===== config.mk =====
export PLATFORM = sky130hd
export DESIGN_NAME = conv_ctrl_v2
export DESIGN_NICKNAME = d
export VERILOG_FILES = /design/src/rtl/conv_ctrl_v2.sv
export SDC_FILE = /design/constraint.sdc
export NUM_CORES = 1
export LEC_CHECK = 0
export BUFFER_PORTS_ARGS = -buffer_cell sky130_fd_sc_hd__buf_2
export CORE_ASPECT_RATIO = 1.75
export CORE_MARGIN = 2
export CORE_UTILIZATION = 35
export DETAILED_ROUTE_END_ITERATION = 7
export GPL_TIMING_DRIVEN = 0
export PLACE_DENSITY_LB_ADDON = 0.05
export SLEW_MARGIN = 10
export SYNTH_ARGS = -nofsm -noshare
export SYNTH_HDL_FRONTEND = slang
export SYNTH_SLANG_ARGS = --single-unit
export TNS_END_PERCENT = 1

===== constraint.sdc =====
create_clock -name clk1 -period 3.2 [get_ports clk1]
set_clock_uncertainty 0.05 [all_clocks]
set_input_delay 0.96 -clock clk1 [delete_from_list [all_inputs] [get_ports clk1]]
set_output_delay 0.96 -clock clk1 [all_outputs]
set_load 0.005 [all_outputs]

===== src/rtl/conv_ctrl_v2.sv =====
// conv_ctrl_v2: runtime-configured convolution sequencer (weight load, line buffer, window strobes).
// Optional macro STALL_CNT_EN adds the 32-bit stall_cnt output (stalled busy cycles).
module conv_ctrl_v2 #(
    parameter int KERNEL_SIZE = 3,
    parameter int MAX_IFM     = 64,
    parameter int MAX_CH      = 256,
    parameter int DIM_W       = 7,
    parameter int CH_W        = 9
) (
    input  logic                                 clk1,
    input  logic                                 rst_n,
    input  logic                                 start,
    input  logic [DIM_W-1:0]                     cfg_ifm_size,
    input  logic [2:0]                           cfg_stride,
    input  logic [2:0]                           cfg_pad,
    input  logic [CH_W-1:0]                      cfg_ci,
    input  logic [CH_W-1:0]                      cfg_co,
    input  logic                                 stall,
    output logic                                 busy,
    output logic                                 done,
    output logic                                 cfg_err,
    output logic                                 wgt_read,
    output logic [KERNEL_SIZE*KERNEL_SIZE-1:0]   set_wgt,
    output logic                                 ifm_read,
    output logic                                 lb_wr_en,
    output logic [KERNEL_SIZE-1:0]               lb_wr_sel,
    output logic                                 win_valid,
    output logic                                 acc_clr,
    output logic                                 out_valid
`ifdef STALL_CNT_EN
    ,
    output logic [31:0]                          stall_cnt
`endif
);

    // state     | meaning
    // S_IDLE    | waiting for start, config not yet latched
    // S_WLOAD   | K*K weight fetch cycles for the current channel/filter pass
    // S_COMPUTE | raster scan of S*S positions
    // S_DONE    | one-cycle done pulse
    typedef enum logic [1:0] {S_IDLE, S_WLOAD, S_COMPUTE, S_DONE} state_t;

    localparam int KK   = KERNEL_SIZE * KERNEL_SIZE;
    localparam int WI_W = (KK > 1) ? $clog2(KK) : 1;
    localparam logic [DIM_W-1:0] L_K      = DIM_W'(KERNEL_SIZE);
    localparam logic [DIM_W-1:0] L_KM1    = DIM_W'(KERNEL_SIZE - 1);
    localparam logic [DIM_W-1:0] L_MAXIFM = DIM_W'(MAX_IFM);
    localparam logic [CH_W-1:0]  L_MAXCH  = CH_W'(MAX_CH);

    state_t            r_state, w_state_nx;
    logic [DIM_W-1:0]  r_size, w_size_nx, r_row, w_row_nx, r_col, w_col_nx;
    logic [2:0]        r_stride, w_stride_nx, r_pad, w_pad_nx, r_rph, w_rph_nx, r_cph, w_cph_nx;
    logic [CH_W-1:0]   r_ci, w_ci_nx, r_co, w_co_nx, r_ch, w_ch_nx, r_flt, w_flt_nx;
    logic [WI_W-1:0]   r_widx, w_widx_nx;
    logic [KERNEL_SIZE-1:0] r_lb_sel, w_lb_sel_nx, r_lb_wr_sel, w_lb_wr_sel_nx;
    logic [KK-1:0]     r_set_wgt, w_set_wgt_nx;
    logic r_busy, w_busy_nx, r_done, w_done_nx, r_cfg_err, w_cfg_err_nx;
    logic r_wgt_read, w_wgt_read_nx, r_ifm_read, w_ifm_read_nx, r_lb_wr_en, w_lb_wr_en_nx;
    logic r_win_valid, w_win_valid_nx, r_acc_clr, w_acc_clr_nx, r_out_valid, w_out_valid_nx;

    logic             w_cfg_ok, w_accept, w_last_col, w_last_row, w_in_img, w_win;
    logic [DIM_W-1:0] w_hi, w_col_inc, w_row_inc;
    logic [2:0]       w_cph_inc, w_rph_inc;

    assign w_cfg_ok = (cfg_ifm_size >= L_K) && (cfg_ifm_size <= L_MAXIFM) &&
                      (cfg_stride != 3'd0) && (DIM_W'({cfg_pad, 1'b0}) < cfg_ifm_size) &&
                      (cfg_ci != '0) && (cfg_ci <= L_MAXCH) &&
                      (cfg_co != '0) && (cfg_co <= L_MAXCH);
    assign w_accept = (r_state == S_IDLE) && start && w_cfg_ok;

    assign w_last_col = (r_col == r_size - DIM_W'(1));
    assign w_last_row = (r_row == r_size - DIM_W'(1));
    assign w_hi       = r_size - DIM_W'(r_pad);
    assign w_in_img   = (r_row >= DIM_W'(r_pad)) && (r_row < w_hi) &&
                        (r_col >= DIM_W'(r_pad)) && (r_col < w_hi);
    // Stride phases restart at K-1 so phase 0 marks a window origin on the stride grid.
    assign w_win      = (r_row >= L_KM1) && (r_col >= L_KM1) && (r_rph == 3'd0) && (r_cph == 3'd0);

    assign w_col_inc = w_last_col ? '0 : r_col + DIM_W'(1);
    assign w_row_inc = w_last_col ? (w_last_row ? '0 : r_row + DIM_W'(1)) : r_row;
    assign w_cph_inc = (w_col_inc <= L_KM1) ? 3'd0 :
                       (r_cph == r_stride - 3'd1) ? 3'd0 : r_cph + 3'd1;
    assign w_rph_inc = !w_last_col ? r_rph :
                       (w_row_inc <= L_KM1) ? 3'd0 :
                       (r_rph == r_stride - 3'd1) ? 3'd0 : r_rph + 3'd1;

    always_comb begin
        w_state_nx     = r_state;
        w_size_nx      = r_size;
        w_stride_nx    = r_stride;
        w_pad_nx       = r_pad;
        w_ci_nx        = r_ci;
        w_co_nx        = r_co;
        w_widx_nx      = r_widx;
        w_row_nx       = r_row;
        w_col_nx       = r_col;
        w_rph_nx       = r_rph;
        w_cph_nx       = r_cph;
        w_ch_nx        = r_ch;
        w_flt_nx       = r_flt;
        w_lb_sel_nx    = r_lb_sel;
        w_busy_nx      = r_busy;
        w_done_nx      = 1'b0;
        w_cfg_err_nx   = r_cfg_err;
        w_wgt_read_nx  = 1'b0;
        w_set_wgt_nx   = '0;
        w_ifm_read_nx  = 1'b0;
        w_lb_wr_en_nx  = 1'b0;
        w_lb_wr_sel_nx = r_lb_wr_sel;
        w_win_valid_nx = 1'b0;
        w_acc_clr_nx   = 1'b0;
        w_out_valid_nx = 1'b0;
        case (r_state)
            S_IDLE: begin
                if (start) begin
                    if (w_cfg_ok) begin
                        w_state_nx   = S_WLOAD;
                        w_size_nx    = cfg_ifm_size;
                        w_stride_nx  = cfg_stride;
                        w_pad_nx     = cfg_pad;
                        w_ci_nx      = cfg_ci;
                        w_co_nx      = cfg_co;
                        w_widx_nx    = '0;
                        w_row_nx     = '0;
                        w_col_nx     = '0;
                        w_rph_nx     = 3'd0;
                        w_cph_nx     = 3'd0;
                        w_ch_nx      = '0;
                        w_flt_nx     = '0;
                        w_busy_nx    = 1'b1;
                        w_cfg_err_nx = 1'b0;
                    end else begin
                        w_cfg_err_nx = 1'b1;
                    end
                end
            end
            S_WLOAD: begin
                if (stall) begin
                    w_set_wgt_nx = r_set_wgt;
                end else begin
                    w_wgt_read_nx = 1'b1;
                    w_set_wgt_nx  = {{(KK-1){1'b0}}, 1'b1} << r_widx;
                    if (r_widx == WI_W'(KK - 1)) begin
                        w_widx_nx   = '0;
                        w_state_nx  = S_COMPUTE;
                        w_row_nx    = '0;
                        w_col_nx    = '0;
                        w_rph_nx    = 3'd0;
                        w_cph_nx    = 3'd0;
                        w_lb_sel_nx = {{(KERNEL_SIZE-1){1'b0}}, 1'b1};
                    end else begin
                        w_widx_nx = r_widx + WI_W'(1);
                    end
                end
            end
            S_COMPUTE: begin
                if (stall) begin
                    w_set_wgt_nx = r_set_wgt;
                end else begin
                    w_lb_wr_en_nx  = 1'b1;
                    w_lb_wr_sel_nx = r_lb_sel;
                    w_ifm_read_nx  = w_in_img;
                    w_win_valid_nx = w_win;
                    w_acc_clr_nx   = w_win && (r_ch == '0);
                    w_out_valid_nx = w_win && (r_ch == r_ci - CH_W'(1));
                    w_col_nx       = w_col_inc;
                    w_row_nx       = w_row_inc;
                    w_cph_nx       = w_cph_inc;
                    w_rph_nx       = w_rph_inc;
                    if (w_last_col)
                        w_lb_sel_nx = {r_lb_sel[KERNEL_SIZE-2:0], r_lb_sel[KERNEL_SIZE-1]};
                    if (w_last_col && w_last_row) begin
                        if (r_ch < r_ci - CH_W'(1)) begin
                            w_ch_nx    = r_ch + CH_W'(1);
                            w_state_nx = S_WLOAD;
                        end else if (r_flt < r_co - CH_W'(1)) begin
                            w_ch_nx    = '0;
                            w_flt_nx   = r_flt + CH_W'(1);
                            w_state_nx = S_WLOAD;
                        end else begin
                            w_state_nx = S_DONE;
                            w_busy_nx  = 1'b0;
                            w_done_nx  = 1'b1;
                        end
                    end
                end
            end
            S_DONE:  w_state_nx = S_IDLE;
            default: w_state_nx = S_IDLE;
        endcase
    end

    always_ff @(posedge clk1 or negedge rst_n) begin
        if (!rst_n) begin
            r_state     <= S_IDLE;
            r_size      <= '0;
            r_stride    <= '0;
            r_pad       <= '0;
            r_ci        <= '0;
            r_co        <= '0;
            r_widx      <= '0;
            r_row       <= '0;
            r_col       <= '0;
            r_rph       <= '0;
            r_cph       <= '0;
            r_ch        <= '0;
            r_flt       <= '0;
            r_lb_sel    <= '0;
            r_busy      <= 1'b0;
            r_done      <= 1'b0;
            r_cfg_err   <= 1'b0;
            r_wgt_read  <= 1'b0;
            r_set_wgt   <= '0;
            r_ifm_read  <= 1'b0;
            r_lb_wr_en  <= 1'b0;
            r_lb_wr_sel <= '0;
            r_win_valid <= 1'b0;
            r_acc_clr   <= 1'b0;
            r_out_valid <= 1'b0;
        end else begin
            r_state     <= w_state_nx;
            r_size      <= w_size_nx;
            r_stride    <= w_stride_nx;
            r_pad       <= w_pad_nx;
            r_ci        <= w_ci_nx;
            r_co        <= w_co_nx;
            r_widx      <= w_widx_nx;
            r_row       <= w_row_nx;
            r_col       <= w_col_nx;
            r_rph       <= w_rph_nx;
            r_cph       <= w_cph_nx;
            r_ch        <= w_ch_nx;
            r_flt       <= w_flt_nx;
            r_lb_sel    <= w_lb_sel_nx;
            r_busy      <= w_busy_nx;
            r_done      <= w_done_nx;
            r_cfg_err   <= w_cfg_err_nx;
            r_wgt_read  <= w_wgt_read_nx;
            r_set_wgt   <= w_set_wgt_nx;
            r_ifm_read  <= w_ifm_read_nx;
            r_lb_wr_en  <= w_lb_wr_en_nx;
            r_lb_wr_sel <= w_lb_wr_sel_nx;
            r_win_valid <= w_win_valid_nx;
            r_acc_clr   <= w_acc_clr_nx;
            r_out_valid <= w_out_valid_nx;
        end
    end

    assign busy      = r_busy;
    assign done      = r_done;
    assign cfg_err   = r_cfg_err;
    assign wgt_read  = r_wgt_read;
    assign set_wgt   = r_set_wgt;
    assign ifm_read  = r_ifm_read;
    assign lb_wr_en  = r_lb_wr_en;
    assign lb_wr_sel = r_lb_wr_sel;
    assign win_valid = r_win_valid;
    assign acc_clr   = r_acc_clr;
    assign out_valid = r_out_valid;

`ifdef STALL_CNT_EN
    logic [31:0] r_stall_cnt;

    always_ff @(posedge clk1 or negedge rst_n) begin
        if (!rst_n)
            r_stall_cnt <= '0;
        else if (w_accept)
            r_stall_cnt <= '0;
        else if (r_busy && stall && (r_stall_cnt != '1))
            r_stall_cnt <= r_stall_cnt + 32'd1;
    end

    assign stall_cnt = r_stall_cnt;
`endif

endmodule


Yosys cells after proc, flatten, opt, wreduce, memory -nomap -nowiden
Cells that the tools add are included.
Widths: inputs -> output; s select.
Word-level totals
  memories kept: 0
  output and inout port bits: 21
  word-level logic and storage cells: 195
  latch bits: 0
  bits in writable memories: 0
  input bits: 35
  memory bits (read-only): 0
  bits in registers: 99
Cells by class
  $lt $le $gt $ge: 15
  eq/ne operators: 20
  shift-type cells: 1
  add/sub/neg operators: 12
  bitwise operators: 1
  reductions and logical operators: 39
  divide/modulo/power cells: 0
  mux-type cells: 82
  $mul: 0
Operator list (number)
  $mux 9: 12
  $mux 7: 9
  $pmux 9 s2: 3
  $mux 3: 15
  $pmux 7 s3: 2
  $mux 1: 23
  $ge 7x2->1 const B: 3
  $reduce_and 7->1: 3
  $ne 2x2->1 const B: 10
  $add 9x1->9 const B: 2
  $le 9x9->1 const B: 2
  $lt 9x9->1: 2
  $pmux 3 s3: 2
  $reduce_and 6->1: 3
  $reduce_bool 9->1: 2
  $sub 9x1->9 const B: 2
  $logic_and 1x1->1: 16
  $mux 2: 8
  $mux 4: 4
  $add 7x1->7 const B: 2
  $eq 7x7->1: 2
  $ge 7x3->1: 2
  $le 7x2->1 const B: 2
  $lt 7x7->1: 2
  28 further kinds: 37

Logic depth before layout (Yosys ltp)
  depth after elaboration: 11
  gate-level depth with buffers: 16
  mapped depth without buffers: 14

Worst setup path before layout
No wires, ideal clock.
  kind: in2reg
  start: input cfg_ifm_size[1]
  end: register r_ch[8]
  required time: 3.055 ns
  arrival: 3.168 ns
  cell stages on the path: 12
  buffers on the path: 2
  path slack: -0.113 ns
  setup time: 0.095 ns
  cell sequence: inv_1 -> ha_1 -> nor2b_1 -> o211ai_1 -> a2111oi_0 -> nor4b_4 -> a21o_1 -> o21ai_2 -> buf_4 -> clkbuf_1 -> o21ai_0 -> o31ai_1
Between the ends
  word-level cells in the longest chain between the ends: 10
  elaborated cells between the ends (all ways): 12
  those cells by class: order compare: 3; eq/ne: 1; reduce/logical: 8
Ends and longest elaborated chain
  start, declared: RTL line 13  | input logic [DIM_W-1:0] cfg_ifm_size,
  $ge 7x2->1 or $le 7x7->1 (tied branches): RTL line 65  | assign w_cfg_ok = (cfg_ifm_size >= L_K) && (cfg_ifm_size <= L_MAXIFM) &&
  $logic_and 1x1->1 (2 in a row): RTL line 65
  $logic_and 1x1->1 * (2 in a row): RTL line 66  | (cfg_stride != 3'd0) && (DIM_W'({cfg_pad, 1'b0}) < cfg_ifm_size) &&
  $logic_and 1x1->1 * (2 in a row): RTL line 67  | (cfg_ci != '0) && (cfg_ci <= L_MAXCH) &&
  $logic_and 1x1->1 *: RTL line 68  | (cfg_co != '0) && (cfg_co <= L_MAXCH);
  $ne 2x2->1 (no source line) *
  $reduce_and 6->1 (no source line) *
  end signal, assigned: RTL line 232  | r_ch <= w_ch_nx;
  end, declared: RTL line 53  | logic [CH_W-1:0] r_ci, w_ci_nx, r_co, w_co_nx, r_ch, w_ch_nx, r_flt, w_flt_nx;
Mark *: on every way between the ends. The rest lies on a longest branch, timed or not.
A chain may end at the register's enable or synchronous reset.

Worst setup path after layout
  start: register r_ci[2]
  end: register r_ch[8]
Between the ends
  word-level cells in the longest chain between the ends: 6
  elaborated cells between the ends (all ways): 8
  those cells by class: add/sub: 1; order compare: 1; eq/ne: 1; mux: 4; reduce/logical: 1
Ends and longest elaborated chain
  start, declared: RTL line 53
  start signal, assigned: RTL line 225  | r_ci <= w_ci_nx;
  $sub 9x1->9 *: RTL line 173  | if (r_ch < r_ci - CH_W'(1)) begin
  $lt 9x9->1 *: RTL line 173
  $mux 9: RTL line 173
  $mux 9: RTL line 172  | if (w_last_col && w_last_row) begin
  $mux 9: RTL line 157  | if (stall) begin
  $pmux 9 s2: RTL line 113  | case (r_state)
Mark *: on every way between the ends. The rest lies on a longest branch, timed or not. The select of a mux whose other input is x is not followed.

==> flow_metrics.env <==
export IMPL_path_cells="or4_4 -> nor4_4 -> xnor2_1 -> ha_1 -> o21a_1 -> nor2b_4 -> a311oi_2 -> buf_4 -> o21ai_4 -> or2_0 -> buf_2 -> o31ai_2"
export IMPL_dr_pass1_iters=4
export IMPL_power_leakage_nw=3.65
export IMPL_grt_max_degree=86
export IMPL_final_util=0.423
export IMPL_grt_pass1_vias=5633
export IMPL_coreArea_mm2=0.0185
export IMPL_endpoint_kind="flip-flop"
export IMPL_cp_slowest_stage_delay_ns=0.58
export IMPL_syn_inst=715
export IMPL_h_tree_depth=3
export IMPL_max_cap_violations=0
export IMPL_synthFlopType="dfrtp_1"
export IMPL_ios=56
export IMPL_final_cell_mix="96 x dfrtp_1, 70 x nand2_1, 62 x buf_2"
export IMPL_synth_seq_cells=99
export IMPL_ir_worst_vdd_mv=0.239
export IMPL_p_total_mw=2.89
export IMPL_outcome="finished with violations"
export IMPL_layout_setup_ws_ns=-0.111
export IMPL_syn_avg_cell_area_um2=9.23
export IMPL_ys_warn_count=0
export IMPL_rows=66
export IMPL_drive_gt1_frac=0.204
export IMPL_cts_sinks=99
export IMPL_clkTransAtPathRegs_ns=0.07
export IMPL_overflow=0
export IMPL_relSlewSlack=0.307
export IMPL_dp_hpwl_mm=14.5
export IMPL_pre_cts_ws_ns=-1.03
export IMPL_fp_dieArea_mm2=0.0200
export IMPL_crit_type="reg2reg"
export IMPL_startpoint_type="flip-flop"
export IMPL_reg2reg_depth=12
export IMPL_grt_antenna_before_repair=0
export IMPL_clock_latency_ns=0.36
export IMPL_place_gp_congestion=0.829
export IMPL_critPathArrivalTime_ns=3.52
export IMPL_max_freq_mhz=302
export IMPL_syn_area_mm2=0.00660
export IMPL_critPathMaxFanout=8
export IMPL_worstMarginPinSlew_ns=1.03
export IMPL_rsz0062_at_grt="true"
export IMPL_clockBufferDepth=2
export IMPL_hold_viol_final=0
export IMPL_tns_ns=-0.859
export IMPL_violations="negative setup slack"
export IMPL_dp_cells=1009
export IMPL_antenna_cells=0
export IMPL_hp_class="in2async"
export IMPL_finalInstanceArea_mm2=0.00783
export IMPL_power_density_mw_per_mm2=369
export IMPL_cts_tree="yes"
export IMPL_routed_wirelength_mm=19.0
export IMPL_io_buffers=55
export IMPL_stdcell_count=1036
export IMPL_die_h_um=186
export IMPL_cts_made_buffers=9
export IMPL_grt_usage=0.192
export IMPL_seq_area_frac_synth=0.375
export IMPL_setup_violations=18
export IMPL_avgViaCountPerCell=5.44
export IMPL_slew_violations=0
export IMPL_synth_edf_count=0
export IMPL_slowest_stage="or4_4"
export IMPL_placed_area_mm2=0.00721
export IMPL_holdWs_ns=0.374
export IMPL_min_period_ns=3.31
export IMPL_synth_async_reset_ratio=1.00
export IMPL_layout_nets=889
export IMPL_required_ns=3.41
export IMPL_period_share=1.03
export IMPL_cts_root_buf="clkbuf_16"
export IMPL_final_common_cell="dfrtp_1"
export IMPL_avgRoutedWirePerCell_um=18.3
export IMPL_grt_pass1_wl_mm=29.6
export IMPL_synth_distinct_cells=64
export IMPL_synth_largest_area_cell="dfrtp_1"
export IMPL_synthesis_nets=811
export IMPL_synthTopCellsByArea="dfrtp_1 38%, ha_1 11%, o21ai_0 4.9%"
export IMPL_drcViolationCount=0
export IMPL_drtIter0Drc=316
export IMPL_die_w_um=108
export IMPL_initial_utilization=0.357
export IMPL_ant_nets=0
export IMPL_vias=5632
export IMPL_synth_top_area_frac=0.375
export IMPL_area_growth_pct=18.6
[flip-flops by register name, indices dropped and copies added, names as in the netlist, 2 cells and up]
| register | flops |
|---|---|
| lb_wr_sel | 3 |
| r_ch | 9 |
| r_ci | 9 |
| r_co | 9 |
| r_col | 7 |
| r_cph | 3 |
| r_flt | 9 |
| r_lb_sel | 3 |
| r_pad | 3 |
| r_row | 7 |
| r_rph | 3 |
| r_size | 7 |
| r_state | 2 |
| r_stride | 3 |
| r_widx | 4 |
| set_wgt | 9 |
[per-layer routing]
metal,track usage,share of wire,up-vias
li1,-,-,2723
met1,0.199,0.36,2764
met2,0.373,0.57,108
met3,0.0280,0.023,37
met4,0.0862,0.039,0
met5,0,0,-
[synth_stat cells, types with 3 or more instances]
master / count
dfrtp_1: 99
nand2_1: 71
o21ai_0: 64
ha_1: 60
inv_1: 37
nor2_1: 36
a21oi_1: 28
clkbuf_1: 23
xor2_1: 23
nand3_1: 21
xnor2_1: 21
mux2_2: 20
nand2b_1: 17
nor3_1: 17
and3_1: 15
o31ai_1: 13
nor4_1: 12
or4_1: 10
a22o_1: 9
nor2b_1: 9
or3_1: 9
o21a_1: 8
a21o_1: 6
a31oi_1: 6
buf_2: 6
nand4_1: 5
nor4b_1: 5
o211ai_1: 5
a32o_1: 3
and2_1: 3
and4_1: 3
buf_4: 3
nand3b_1: 3
o21bai_1: 3
[final cells by class]
cell class / instances / area, µm²
sequential: 99 / 2480
tap: 238 / 298
clock buffer: 13 / 270
multi-input combinational: 547 / 4040
clock inverter: 3 / 45.0
fill: 1851 / 10700
buffer: 33 / 175
timing repair buffer: 66 / 382
inverter: 37 / 139
[power by group]
part	internal [mW]	switching, mW	total (mW)
registers	1.29	0.0654	1.35
logic	0.152	0.223	0.375
clock network	0.671	0.490	1.16
total	2.11	0.779	2.89
[cells by family after synthesis]
family                     count (synthesis)  share of synthesized area
adders and majority gates                 63                      0.120
muxes                                     22                     0.0372
DFF                                       99                      0.375
and+or+nand+nor                          247                      0.200
AOI/OAI and AO/OA                        170                      0.165
xor gates and xnor gates                  44                     0.0584
buffers and inverters                     70                     0.0438
[path summary, 6_finish.rpt]
kind / from / endpoint / slack (ns)
min in group clk1: lb_wr_sel[1] / lb_wr_sel[1] / 0.42
worst max register to register: r_ci[2] / r_ch[8] / -0.11
worst min-delay path: rst_n / r_row[6] / 0.37
worst max-delay path: r_ci[2] / r_ch[8] / -0.11
worst min register to register: lb_wr_sel[1] / lb_wr_sel[1] / 0.42
max in group asynchronous: rst_n / r_size[0] / 2.01
[repair_timing]
item | 4_1_cts | 5_1_grt
hold buffers | 0 | 0
endpoints found under the setup margin | 66 | 43
buffers inserted | 0 | 9
pin swaps | 4 | 19
gates resized for setup | 32 | 34
gates cloned | 0 | 2
[worst max-delay path, delay by kind of cell, from the launching register on]
kind / cells / cell delay, ns
buffers and inverters: 2 / 0.35
xor gates and xnor gates: 1 / 0.12
adders and majority gates: 1 / 0.31
DFF: 1 / 0.44
and+or+nand+nor: 4 / 1.17
AOI/OAI and AO/OA: 4 / 0.79
Note: power is estimated with default switching activity, not from simulation.
